<file path="src/rtl/debounce_pkg.sv">
// rtl/debounce_pkg.sv - shared state type and counter width helper for debounce_edge
package debounce_pkg;

  typedef enum logic {ST_STABLE, ST_CHANGING} t_debounce_state;

  // Bits needed to hold values 0..max_val; never less than one bit.
  function automatic int cnt_width(input int max_val);
    return (max_val < 1) ? 1 : $clog2(max_val + 1);
  endfunction

endpackage

</file>
<file path="src/rtl/debounce_edge_hold_timer.sv">
// rtl/debounce_edge_hold_timer.sv - saturating long-press counter with a single-shot pulse
module hold_timer
  import debounce_pkg::*;
#(
  parameter int LONG_CYCLES = 1024
) (
  input  logic clk,
  input  logic rst_n,
  input  logic level,
  output logic pulse
);

  localparam int HW = cnt_width(LONG_CYCLES);
  localparam logic [HW-1:0] HOLD_MAX = HW'(LONG_CYCLES);

  logic [HW-1:0] cnt;

  // level is the value the debounced output takes on this edge, so the
  // out_rise cycle already sees cnt == 1.
  always_ff @(posedge clk or negedge rst_n) begin
    if (!rst_n) begin
      cnt   <= '0;
      pulse <= 1'b0;
    end else begin
      pulse <= 1'b0;
      if (!level) begin
        cnt <= '0;
      end else if (cnt != HOLD_MAX) begin
        cnt   <= cnt + HW'(1);
        pulse <= (cnt == HOLD_MAX - HW'(1));
      end
    end
  end

endmodule

</file>
<file path="src/rtl/debounce_edge.sv">
// rtl/debounce_edge.sv - glitch-rejecting debouncer with edge pulses
// Optional long-press pulse enabled by defining DEBOUNCE_LONGPRESS_EN.
module debounce_edge
  import debounce_pkg::*;
#(
  parameter int   STABLE_CYCLES = 16,
  parameter int   LONG_CYCLES   = 1024,
  parameter logic INIT_LEVEL    = 1'b0
) (
  input  logic in_clk,
  input  logic in_rst,
  input  logic in_bit,
  output logic out_level,
  output logic out_rise,
  output logic out_fall,
  output logic out_long
);

  localparam int CW = cnt_width(STABLE_CYCLES);
  localparam logic [CW-1:0] CNT_LAST = CW'(STABLE_CYCLES - 1);

  t_debounce_state state;
  logic [CW-1:0]   cnt;
  logic            flip;
  logic            level_next;

  always_comb begin
    flip = 1'b0;
    if (in_bit != out_level) begin
      if (state == ST_STABLE) flip = (STABLE_CYCLES == 1);
      else                    flip = (cnt == CNT_LAST);
    end
    level_next = flip ? ~out_level : out_level;
  end

  always_ff @(posedge in_clk or negedge in_rst) begin
    if (!in_rst) begin
      state     <= ST_STABLE;
      cnt       <= '0;
      out_level <= INIT_LEVEL;
      out_rise  <= 1'b0;
      out_fall  <= 1'b0;
    end else begin
      out_level <= level_next;
      out_rise  <= flip & ~out_level;
      out_fall  <= flip & out_level;
      case (state)
        ST_STABLE: begin
          if (in_bit != out_level && !flip) begin
            state <= ST_CHANGING;
            cnt   <= CW'(1);
          end else begin
            cnt <= '0;
          end
        end
        ST_CHANGING: begin
          // Either the input fell back (glitch) or the count completed.
          if (in_bit == out_level || flip) begin
            state <= ST_STABLE;
            cnt   <= '0;
          end else begin
            cnt <= cnt + CW'(1);
          end
        end
        default: begin
          state <= ST_STABLE;
          cnt   <= '0;
        end
      endcase
    end
  end

`ifdef DEBOUNCE_LONGPRESS_EN
  hold_timer #(
    .LONG_CYCLES(LONG_CYCLES)
  ) u_hold_timer (
    .clk  (in_clk),
    .rst_n(in_rst),
    .level(level_next),
    .pulse(out_long)
  );
`else
  // LONG_CYCLES only matters when the hold timer is built.
  assign out_long = 1'b0 & (LONG_CYCLES < 1);
`endif

endmodule
</file>
<file path="config.mk">
export PLATFORM = sky130hd
export DESIGN_NAME = debounce_edge
export DESIGN_NICKNAME = d
export VERILOG_FILES = /design/src/rtl/debounce_pkg.sv /design/src/rtl/debounce_edge_hold_timer.sv /design/src/rtl/debounce_edge.sv
export SDC_FILE = /design/constraint.sdc
export NUM_CORES = 1
export LEC_CHECK = 0
export CAP_MARGIN = 20
export CORE_AREA = 3 3 40 42
export CTS_CLUSTER_DIAMETER = 50
export DETAILED_ROUTE_END_ITERATION = 8
export DIE_AREA = 0 0 43 45
export GPL_TIMING_DRIVEN = 0
export HOLD_SLACK_MARGIN = 0.03
export PLACE_DENSITY = 0.45
export SLEW_MARGIN = 0
export SYNTH_ARGS = -nofsm -noshare
export SYNTH_HDL_FRONTEND = slang
export SYNTH_SLANG_ARGS = --single-unit
export TNS_END_PERCENT = 1
</file>
<file path="constraint.sdc">
create_clock -name in_clk -period 3.95 [get_ports in_clk]
set_clock_uncertainty 0.1 [all_clocks]
set_input_delay 0.79 -clock in_clk [delete_from_list [all_inputs] [get_ports in_clk]]
set_output_delay 0.79 -clock in_clk [all_outputs]
set_load 0.01 [all_outputs]
</file>
After elaboration in Yosys (flattened, before gate mapping)
Cells that the tools add are included.
{"block": "totals", "regBits": 9, "inputBits": 3}
{"block": "op_classes", "addsub": 1, "n_eq_ne": 3, "n_mux": 8, "n_bitwise": 4, "n_reduce_logical": 3}
{"operator": "case mux 5 bit (2 select lines)", "n": 1}
{"operator": "adder 5 x 1 -> 5 bit, second input constant", "n": 1}
{"operator": "equality test 5 x 4 -> 1 bit, second input constant", "n": 1}
{"operator": "2-to-1 mux 1 bit", "n": 5}
{"operator": "2-to-1 mux 5 bit", "n": 1}
{"operator": "bitwise AND 1 bit", "n": 2}
{"operator": "inverter 1 bit", "n": 2}
{"operator": "case mux 1 bit (2 select lines)", "n": 1}
{"operator": "equality test 1 bit", "n": 1}
{"operator": "logical AND 1 bit", "n": 1}
{"operator": "zero test 1 bit", "n": 1}
{"operator": "logical OR 1 bit", "n": 1}
{"operator": "!= test 1 bit", "n": 1}

Longest topological paths before layout
{"block": "depth", "word_depth": 7, "ltp_mapped": 5}

Worst setup path before layout
OpenSTA, ideal clock, no wires.
{"block": "synth_path", "kind": "register to register", "startpoint": "register cnt[0]", "endpoint": "register cnt[2]", "setup_time_ns": 0.072, "t_arrival_ns": 1.469, "slack_ns": 2.309, "stages_incl_launch_ff": 6, "synth_period_minus_slack_ns": 1.641, "path_cell_list": "dfrtp_1 -> ha_1 -> and3_1 -> ha_1 -> or3b_4 -> nor2_1"}
{"block": "synth_between", "elab_chain_cells": 6, "word_cells_on_any_way": 7, "cone_classes": "add/sub: 1; eq/ne: 1; mux: 4; reduce/logical: 1"}
{"element": "from (decl)", "line_no": "debounce_edge.sv:23", "source": "logic [CW-1:0] cnt;"}
{"element": "from (signal assigned)", "line_no": "debounce_edge.sv:62", "source": "cnt <= cnt + CW'(1);"}
{"element": "equality test 5 x 4 -> 1 bit", "line_no": "debounce_edge.sv:31", "source": "else flip = (cnt == CNT_LAST);"}
{"element": "2-to-1 mux 1 bit", "line_no": "debounce_edge.sv:30", "source": "if (state == ST_STABLE) flip = (STABLE_CYCLES == 1);"}
{"element": "2-to-1 mux 1 bit", "line_no": "debounce_edge.sv:29", "source": "if (in_bit != out_level) begin"}
{"element": "logical OR 1 bit", "line_no": "debounce_edge.sv:58", "source": "if (in_bit == out_level || flip) begin"}
{"element": "2-to-1 mux 5 bit (*)", "line_no": "debounce_edge.sv:58"}
{"element": "case mux 5 bit (2 select lines) (*)", "line_no": "debounce_edge.sv:47", "source": "case (state)"}
Every way passes the cells marked *; elsewhere a longest branch is shown, timed or not.
A chain may end at the register's enable or synchronous reset.

Final worst setup path
{"block": "layout_path", "startpoint": "register out_level", "endpoint": "output port out_level"}
{"element": "from (decl)", "line_no": "debounce_edge.sv:13", "source": "output logic out_level,"}
{"element": "from (signal assigned)", "line_no": "debounce_edge.sv:44", "source": "out_level <= level_next;"}
No word-level cell between the ends.

==> results.json <==
{
  "io_buffers": 5,
  "hold_class": "reg -> reg",
  "cts_setup_buffers": 0,
  "p_total_mw": 0.186,
  "grt_pass1_wl_microns": 1080,
  "ant_nets": 0,
  "die_y_microns": 45,
  "fillCellCount": 128,
  "synth_top_family_by_area": "simple AND/OR/NAND/NOR gates",
  "p_leak_nw": 0.215,
  "vias_per_cell": 4.18,
  "cp_top_family": "buffers and inverters",
  "grt_use_total_pct": 8.42,
  "drc": 0,
  "die_x_microns": 43,
  "finalSetupTns_ns": 0,
  "synth_compound_area_share_pct": 3.30,
  "synthSimpleGateAreaFrac_pct": 15.8,
  "avgRoutedWirePerCell_microns": 10.2,
  "synth_cell_type_count": 16,
  "slowest_stage": "clkdlybuf4s50_1",
  "synthAdderAreaFrac_pct": 6.60,
  "routabilityCongestion": 0.704,
  "cts_tree": "built",
  "drt-total-wl_microns": 570,
  "htreeDepth": 1,
  "cap_viol_max_count": 0,
  "via_count": 234,
  "synth_fp_nets": 37,
  "arrival_ns": 1.23,
  "syn_to_final_growth_pct": 25.1,
  "fin_util_pct": 36.9,
  "cts_resized": 0,
  "crit_required_ns": 3.06,
  "muxShareOfSynthArea_pct": 2.97,
  "netlist.area_leader.share_pct": 59.4,
  "rows": 13,
  "status": "finished, final reports clean",
  "synth.cell_area_sq_um": 379,
  "regArea_sq_um": 225,
  "root_buffer": "clkbuf_4",
  "grt_pass1_vias": 253,
  "rsz0062_at_grt": "false",
  "hold_buffers": 0,
  "hpwl_microns": 430,
  "critPathMaxFanout": 5,
  "drtPass1Iterations": 4,
  "clock_latency_ns": 0.26,
  "synth_area_leader_cell": "dfrtp_1",
  "path_buf_inv": 1,
  "drt-initial-drc-count": 10,
  "synth.area.top_cells": "dfrtp_1, ha_1, nor2_1",
  "fin_nets": 47,
  "antenna_found_initial": 0,
  "cts-buffers-inserted": 3,
  "finalHoldViolCount": 0,
  "avgSynthCellArea_sq_um": 11.8,
  "yosysSeqAreaShare_pct": 59.4,
  "crit_chain": "clkdlybuf4s50_1",
  "ys_warn_count": 0,
  "fmax_ghz": 0.471,
  "grt_overflow": 0,
  "syn_inst": 32,
  "dp_slack_ns": 1.79,
  "period_share_pct": 53.7,
  "fin_crit_ns": 2.12,
  "core-area_sq_um": 1280,
  "multiInputGateArea_sq_um": 139,
  "die-area_sq_um": 1940,
  "start_kind": "flip-flop",
  "grt_max_degree": 10,
  "setup.worst_path.class": "reg -> out",
  "io_pins": 7,
  "num_antenna_cells": 0,
  "drive_gt1_share_pct": 14.6,
  "path_clk_slew_ns": 0.06,
  "clock_sinks": 9,
  "drv_slew": 0,
  "end_kind": "primary output",
  "pwr_density_cell_nw_per_um2": 393,
  "slowest_delay_ns": 0.57,
  "setup_viol": 0,
  "finalWorstSetupSlack_ns": 1.83,
  "vdd_drop_max_v": 0.000145,
  "synthXorXnorAreaFrac_pct": 6.93,
  "synth-seq-cells": 9,
  "cts_buffer_depth": 2,
  "initial_core_util_pct": 29.5
}
==> sequential cells by signal, summed over array words and instances, names as in the netlist <==
| register | cells |
|---|---|
| out_level | 1 |
| out_rise | 1 |
| out_fall | 1 |
| state | 1 |
| cnt | 5 |
==> cells by family after synthesis <==
kind of cell | after synthesis
simple gates | 11
flops | 9
xor+xnor | 3
buf+inv | 3
fa+ha+maj | 2
compound gates | 2
other cells | 1
mux | 1
==> per-stage QoR <==
step,area (sq um),instances,hold slack [ns]
final,474,56,0.409
after global routing,474,56,0.447
after CTS,474,56,0.409
after detailed placement,448,52,0.401
after global placement,448,52,0.384
after floorplan,379,32,0.360
==> path summary, 6_finish.rpt <==
kind	cells past startpoint	end	from	slack [ns]
hold reg to reg	1	state	state	0.41
max in group asynchronous	1	cnt[0]	in_rst	2.75
min in group asynchronous	1	cnt[4]	in_rst	0.72
setup reg to reg	5	cnt[3]	cnt[0]	2.19
hold / removal	1	state	state	0.41
setup / recovery	1	out_level	out_level	1.83
==> synthesized netlist by cell type <==
master   n
mux2_2   1
o21a_1   1
xor2_1   1
buf_4    1
a21oi_1  1
nor3b_1  2
xnor2_1  2
conb_1   1
nor2_1   5
ha_1     2
nand2_1  1
or3b_4   1
inv_1    2
dfrtp_1  9
and3_1   1
nand3_1  1
==> worst reg2reg max path, cell delays in order, from the launching register on <==
cell and delay [ns]:
dfrtp_1 0.40, ha_1 0.23, and3_1 0.19, ha_1 0.23, or3b_4 0.43, nor2_1 0.11
==> cell type report <==
| cell class | count | share of cell area [%] |
|---|---|---|
| timing repair buffer | 5 | 10.6 |
| inverter | 2 | 1.58 |
| multi-input combinational | 20 | 29.3 |
| buffer | 1 | 1.58 |
| sequential | 9 | 47.5 |
| tap | 15 | 3.96 |
| clock buffer | 4 | 5.54 |
==> layout by cell type (no fill, tap or decap), types with 2 or more instances in the layout <==
cell type | netlist | final
dfrtp_1 | 9 | 9
clkbuf_4 | 0 | 3
inv_1 | 2 | 2
nor3b_1 | 2 | 2
ha_1 | 2 | 2
clkdlybuf4s50_1 | 0 | 5
nor2_1 | 5 | 5
xnor2_1 | 2 | 2
==> layer usage <==
metal  up-vias  GRT usage, %  share of wire (%)  routed length [microns]
met5         -             0                  0                        0
met4         0          7.23                1.1                        6
met3         2          5.18                6.1                       35
met2         5          11.1                 46                      265
met1       106          9.48                 46                      262
li1        121             -                  -                        -
==> where the power goes <==
part	total (mW)	switching, mW	leakage, nW	internal [mW]
Clock	0.0684	0.0296	0.0150	0.0388
Sequential	0.100	0.00382	0.119	0.0965
Combinational	0.0177	0.00821	0.0813	0.00946
Note: power is estimated with default switching activity, not from simulation.
